$ cat src/rtl/ram16_drain_ctrl.sv
// ram16_drain_ctrl
// Read-side controller for the 16-bit capture RAM. Waits for RAM_FULL, reads
// addresses 0..DEPTH-1 in order, and streams each word out on a valid/ready
// port. After the last word it pulses RAM_CLR so the writer can refill.
//
// Ports
//   CLK, RST      clock (rising edge), synchronous active-high reset
//   RAM_FULL      RAM full flag, only looked at in IDLE
//   RAM_DO        registered RAM read data, valid the cycle after RAM_EN
//   RAM_EN/RAM_A  read enable and address (this block never writes)
//   RAM_CLR       one-cycle clear pulse at end of frame
//   BUSY          high from frame start through the RAM_CLR cycle
//   OUT_*         streamed word with first/last qualifiers, valid/ready
//   FRAME_CNT     completed frames, wraps 255 -> 0
//
// state   | meaning
// --------+----------------------------------------------------------
// IDLE    | waiting for RAM_FULL
// READ    | RAM_EN high for one cycle at addr
// CAPTURE | RAM_DO valid, loaded into the output register
// PRESENT | word offered downstream, held until OUT_READY
// CLEAR   | RAM_CLR high, frame counter advanced, back to IDLE
module ram16_drain_ctrl #(
    parameter int ADDR_WIDTH = 5,
    parameter int DEPTH      = (1 << ADDR_WIDTH)
) (
    input  logic                  CLK,
    input  logic                  RST,
    input  logic                  RAM_FULL,
    input  logic [15:0]           RAM_DO,
    output logic                  RAM_EN,
    output logic [ADDR_WIDTH-1:0] RAM_A,
    output logic                  RAM_CLR,
    output logic                  BUSY,
    output logic                  OUT_VALID,
    input  logic                  OUT_READY,
    output logic [15:0]           OUT_DATA,
    output logic                  OUT_FIRST,
    output logic                  OUT_LAST,
    output logic [7:0]            FRAME_CNT
);

    localparam logic [ADDR_WIDTH-1:0] LAST_ADDR = ADDR_WIDTH'(DEPTH - 1);

    typedef enum logic [2:0] {
        S_IDLE,
        S_READ,
        S_CAPTURE,
        S_PRESENT,
        S_CLEAR
    } state_t;

    state_t                state_q, state_d;
    logic [ADDR_WIDTH-1:0] addr_q, addr_d;
    logic                  ram_en_q, ram_en_d;
    logic [ADDR_WIDTH-1:0] ram_a_q, ram_a_d;
    logic                  ram_clr_q, ram_clr_d;
    logic                  busy_q, busy_d;
    logic                  valid_q, valid_d;
    logic [15:0]           data_q, data_d;
    logic                  first_q, first_d;
    logic                  last_q, last_d;
    logic [7:0]            frame_cnt_q, frame_cnt_d;

    always_ff @(posedge CLK) begin
        if (RST) begin
            state_q     <= S_IDLE;
            addr_q      <= '0;
            ram_en_q    <= 1'b0;
            ram_a_q     <= '0;
            ram_clr_q   <= 1'b0;
            busy_q      <= 1'b0;
            valid_q     <= 1'b0;
            data_q      <= '0;
            first_q     <= 1'b0;
            last_q      <= 1'b0;
            frame_cnt_q <= '0;
        end else begin
            state_q     <= state_d;
            addr_q      <= addr_d;
            ram_en_q    <= ram_en_d;
            ram_a_q     <= ram_a_d;
            ram_clr_q   <= ram_clr_d;
            busy_q      <= busy_d;
            valid_q     <= valid_d;
            data_q      <= data_d;
            first_q     <= first_d;
            last_q      <= last_d;
            frame_cnt_q <= frame_cnt_d;
        end
    end

    // RAM_EN and RAM_CLR are computed one state ahead so that, once
    // registered, they are high during exactly the READ and CLEAR cycles.
    always_comb begin
        state_d     = state_q;
        addr_d      = addr_q;
        ram_en_d    = 1'b0;
        ram_a_d     = ram_a_q;
        ram_clr_d   = 1'b0;
        busy_d      = busy_q;
        valid_d     = valid_q;
        data_d      = data_q;
        first_d     = first_q;
        last_d      = last_q;
        frame_cnt_d = frame_cnt_q;

        unique case (state_q)
            S_IDLE: begin
                if (RAM_FULL) begin
                    state_d  = S_READ;
                    busy_d   = 1'b1;
                    addr_d   = '0;
                    ram_en_d = 1'b1;
                    ram_a_d  = '0;
                end
            end
            S_READ: begin
                state_d = S_CAPTURE;
            end
            S_CAPTURE: begin
                data_d  = RAM_DO;
                valid_d = 1'b1;
                first_d = (addr_q == '0);
                last_d  = (addr_q == LAST_ADDR);
                state_d = S_PRESENT;
            end
            S_PRESENT: begin
                if (valid_q && OUT_READY) begin
                    valid_d = 1'b0;
                    first_d = 1'b0;
                    last_d  = 1'b0;
                    if (addr_q == LAST_ADDR) begin
                        state_d   = S_CLEAR;
                        ram_clr_d = 1'b1;
                    end else begin
                        addr_d   = addr_q + 1'b1;
                        ram_en_d = 1'b1;
                        ram_a_d  = addr_q + 1'b1;
                        state_d  = S_READ;
                    end
                end
            end
            S_CLEAR: begin
                frame_cnt_d = frame_cnt_q + 8'd1;
                busy_d      = 1'b0;
                state_d     = S_IDLE;
            end
            default: begin
                state_d = S_IDLE;
            end
        endcase
    end

    assign RAM_EN    = ram_en_q;
    assign RAM_A     = ram_a_q;
    assign RAM_CLR   = ram_clr_q;
    assign BUSY      = busy_q;
    assign OUT_VALID = valid_q;
    assign OUT_DATA  = data_q;
    assign OUT_FIRST = first_q;
    assign OUT_LAST  = last_q;
    assign FRAME_CNT = frame_cnt_q;

endmodule

$ cat config.mk
export PLATFORM = sky130hd
export DESIGN_NAME = ram16_drain_ctrl
export DESIGN_NICKNAME = d
export VERILOG_FILES = /design/src/rtl/ram16_drain_ctrl.sv
export SDC_FILE = /design/constraint.sdc
export NUM_CORES = 1
export LEC_CHECK = 0
export BUFFER_PORTS_ARGS = -buffer_cell sky130_fd_sc_hd__buf_4
export CAP_MARGIN = 20
export CORE_MARGIN = 8
export CORE_UTILIZATION = 40
export CTS_CLUSTER_DIAMETER = 60
export DETAILED_ROUTE_END_ITERATION = 8
export PLACE_DENSITY = 0.69
export SYNTH_ARGS = -nofsm -noshare
export SYNTH_HDL_FRONTEND = slang
export SYNTH_SLANG_ARGS = --single-unit
$ cat constraint.sdc
create_clock -name CLK -period 1.7 [get_ports CLK]
set_clock_uncertainty 0.15 [all_clocks]
set_input_delay 0.34 -clock CLK [delete_from_list [all_inputs] [get_ports CLK]]
set_output_delay 0.34 -clock CLK [all_outputs]
set_load 0.01 [all_outputs]
==> results.toml <==
[clock_tree]
worst_skew_pair.late_latency_ps = 280
cts_root_buf = "clkbuf_8"
clockBufferDepth = 2
cts_inserted_buffers = 5
cts_tree = "yes"
htree_levels = 2
clk_pin_slew_ps = 70
clock_sinks = 38

[grt]
grt_max_degree = 23
antenna_found_initial = 0
grtUsageMet1 = 0.144
grt_pass1_wl_um = 6430
busiest_layer = "met2"
grt_use_met3 = 0.0508
grt_overflow = 0
use_met2 = 0.210
grt_usage = 0.129
grt_pass1_vias = 1391

[drt]
wire_per_inst_um = 13.1
drtAntennaViolNets = 0
vias_per_cell = 4.86
routed_wl_um = 3970
firstDrtPassIters = 4
vias = 1469
drt_iter0_drc = 33
drc = 0

[power_and_ir_drop]
p_leak_nw = 0.944
combinationalPowerShare = 0.143
switching_share = 0.240
p_switching_mw = 0.429
ir_drop_mv = 0.520
power_frac_clock = 0.329
p_int_mw = 1.36
power_frac_seq = 0.527
power_density_nw_per_um2 = 787

[timing]
finalSetupViolCount = 6
setup_slack_ps = -98.8
tightest_slew_ps = 380
rsz0062_at_grt = "true"
slew_viol_final = 0
min_period_ps = 1800
finalHoldViolations = 0
slew_headroom = 0.746
timing.fmax_mhz = 556
fin_crit_sh = 1.06

[floorplanning]
rows = 23
initial_core_util = 0.409
fp.dieH_um = 79.2
die_w_um = 79.2
core_area_um2 = 3910
dieArea_um2 = 6280
ioPinCount = 55

[worst_setup_path]
r2r_setup_slack_ps = -100
critPathLaunchType = "register"
arrival_ps = 1870
path_class = "reg2reg"
cp.required_ps = 1770
end_kind = "register"
worst-path-max-fanout = 4

[layout]
final_nets = 277
design_area_um2 = 2270
n_antenna_cell = 0
final_util = 0.581
final_common_cell = "buf_4"
syn2layout_area_growth_pct = 42.2
final_cell_mix = "buf_4 (70), nand2_1 (40), dfxtp_1 (36)"
stdcell_count = 302
drive_gt1_frac = 0.353

[place]
gp_congestion = 0.837
portBuffers = 54
place_area_um2 = 2180
dp.cells = 296
hpwl_um = 3010

[yosys]
synth-edff-count = 0
async_flop_share = 0
synth_cells = 186
syn-cell-area_um2 = 1600
ys_top_cells_by_area = "dfxtp_1 (48%), nand2_1 (9.4%), a21oi_1 (7.2%)"
yosys.cell_types.count = 38
netlist.area_leader.share = 0.476
ys.flop_type = "dfxtp_1"
synth-seq-cells = 38
yosysTopAreaCell = "dfxtp_1"
avgSynthCellArea_um2 = 8.60
synth-seq-area-share = 0.476
synth_fp_nets = 210
synth_warnings = 0

[worst_hold_path]
hp-class = "in2reg"

[status]
outcome = "finished with violations"
violations = "setup timing"

[job]
max_cap_violations = 0
per-layer routing:
layer | vias to the layer above | part of all wire
met5 | - | 0
met4 | 0 | 0.017
met3 | 7 | 0.058
met2 | 30 | 0.48
met1 | 657 | 0.45
li1 | 775 | -
cell usage after synthesis, types with 2 or more instances:
master     number
nand2_1        40
dfxtp_1        38
a21oi_1        23
nor2_1          8
inv_1           6
nand3_1         6
buf_2           5
nor3_1          5
o21ai_0         5
clkbuf_1        4
ha_1            4
mux2i_1         3
nand3b_1        3
or4_1           3
mux2_2          2
nand2b_1        2
nor2b_1         2
nor4_1          2
o2111ai_1       2
o31ai_1         2
or3_1           2
or4b_1          2
xnor2_1         2
final timing paths:
path	start	endpoint	depth (start not counted)
min	RAM_DO[3]	OUT_DATA[3]	3
max reg2reg	RAM_A[1]	RAM_A[3]	6
min reg2reg	OUT_DATA[12]	OUT_DATA[12]	2
max	RAM_A[1]	RAM_A[3]	6
metrics by stage:
stage	hold WS (ps)	setup TNS [ps]	total power [mW]	setup WS (ps)
floorplan	326	-362	1.09	-173
global placement	293	-559	1.22	-129
detailed placement	297	-645	1.22	-135
CTS	136	-434	1.83	-102
global route	141	-939	1.89	-183
finish	149	-395	1.79	-98.8
flip-flops by register name (all words and copies together), names as in the netlist:
signal and cells:
OUT_VALID 1, BUSY 1, OUT_LAST 1, OUT_DATA 16, RAM_A 5, FRAME_CNT 8
RAM_CLR 1, state_q 3, OUT_FIRST 1, RAM_EN 1
cells by family after synthesis:
kind of cell	after synthesis	synth area share
and+or+nand+nor	86	0.282
DFF	38	0.476
AOI/OAI and AO/OA	35	0.124
buffers and inverters	16	0.0438
muxes	5	0.0329
adders and majority gates	4	0.0313
xor gates and xnor gates	2	0.0110
area by class of cell:
type,instances,area [µm²]
sequential,38,768
fill,382,1640
inverter,6,22.5
multi-input combinational,132,812
tap,50,62.6
clock buffer,6,82.6
timing repair buffer,70,526
critical path: stages, from the launching register on:
cell,delay (ps)
dfxtp_4,350
ha_4,150
and3_4,180
ha_4,150
nand3b_1,190
or4b_1,480
nand3_1,100
what timing repair did:
| item | in CTS | in global routing |
|---|---|---|
| hold buffers | 0 | 0 |
| pin swaps | 1 | 0 |
| setup endpoints to repair | 6 | 7 |
| gates resized for setup | 1 | 1 |
| endpoints found under the hold margin | 0 | 0 |
| setup buffers | 0 | 0 |
power groups by stage:
stage               Clock, mW  Combinational (mW)  Sequential [mW]
floorplan                   0               0.116            0.978
global placement            0               0.255            0.963
detailed placement          0               0.257            0.964
CTS                     0.621               0.261            0.944
global route            0.663               0.282            0.947
finish                  0.590               0.256            0.944
(Power assumes the default switching activity.)
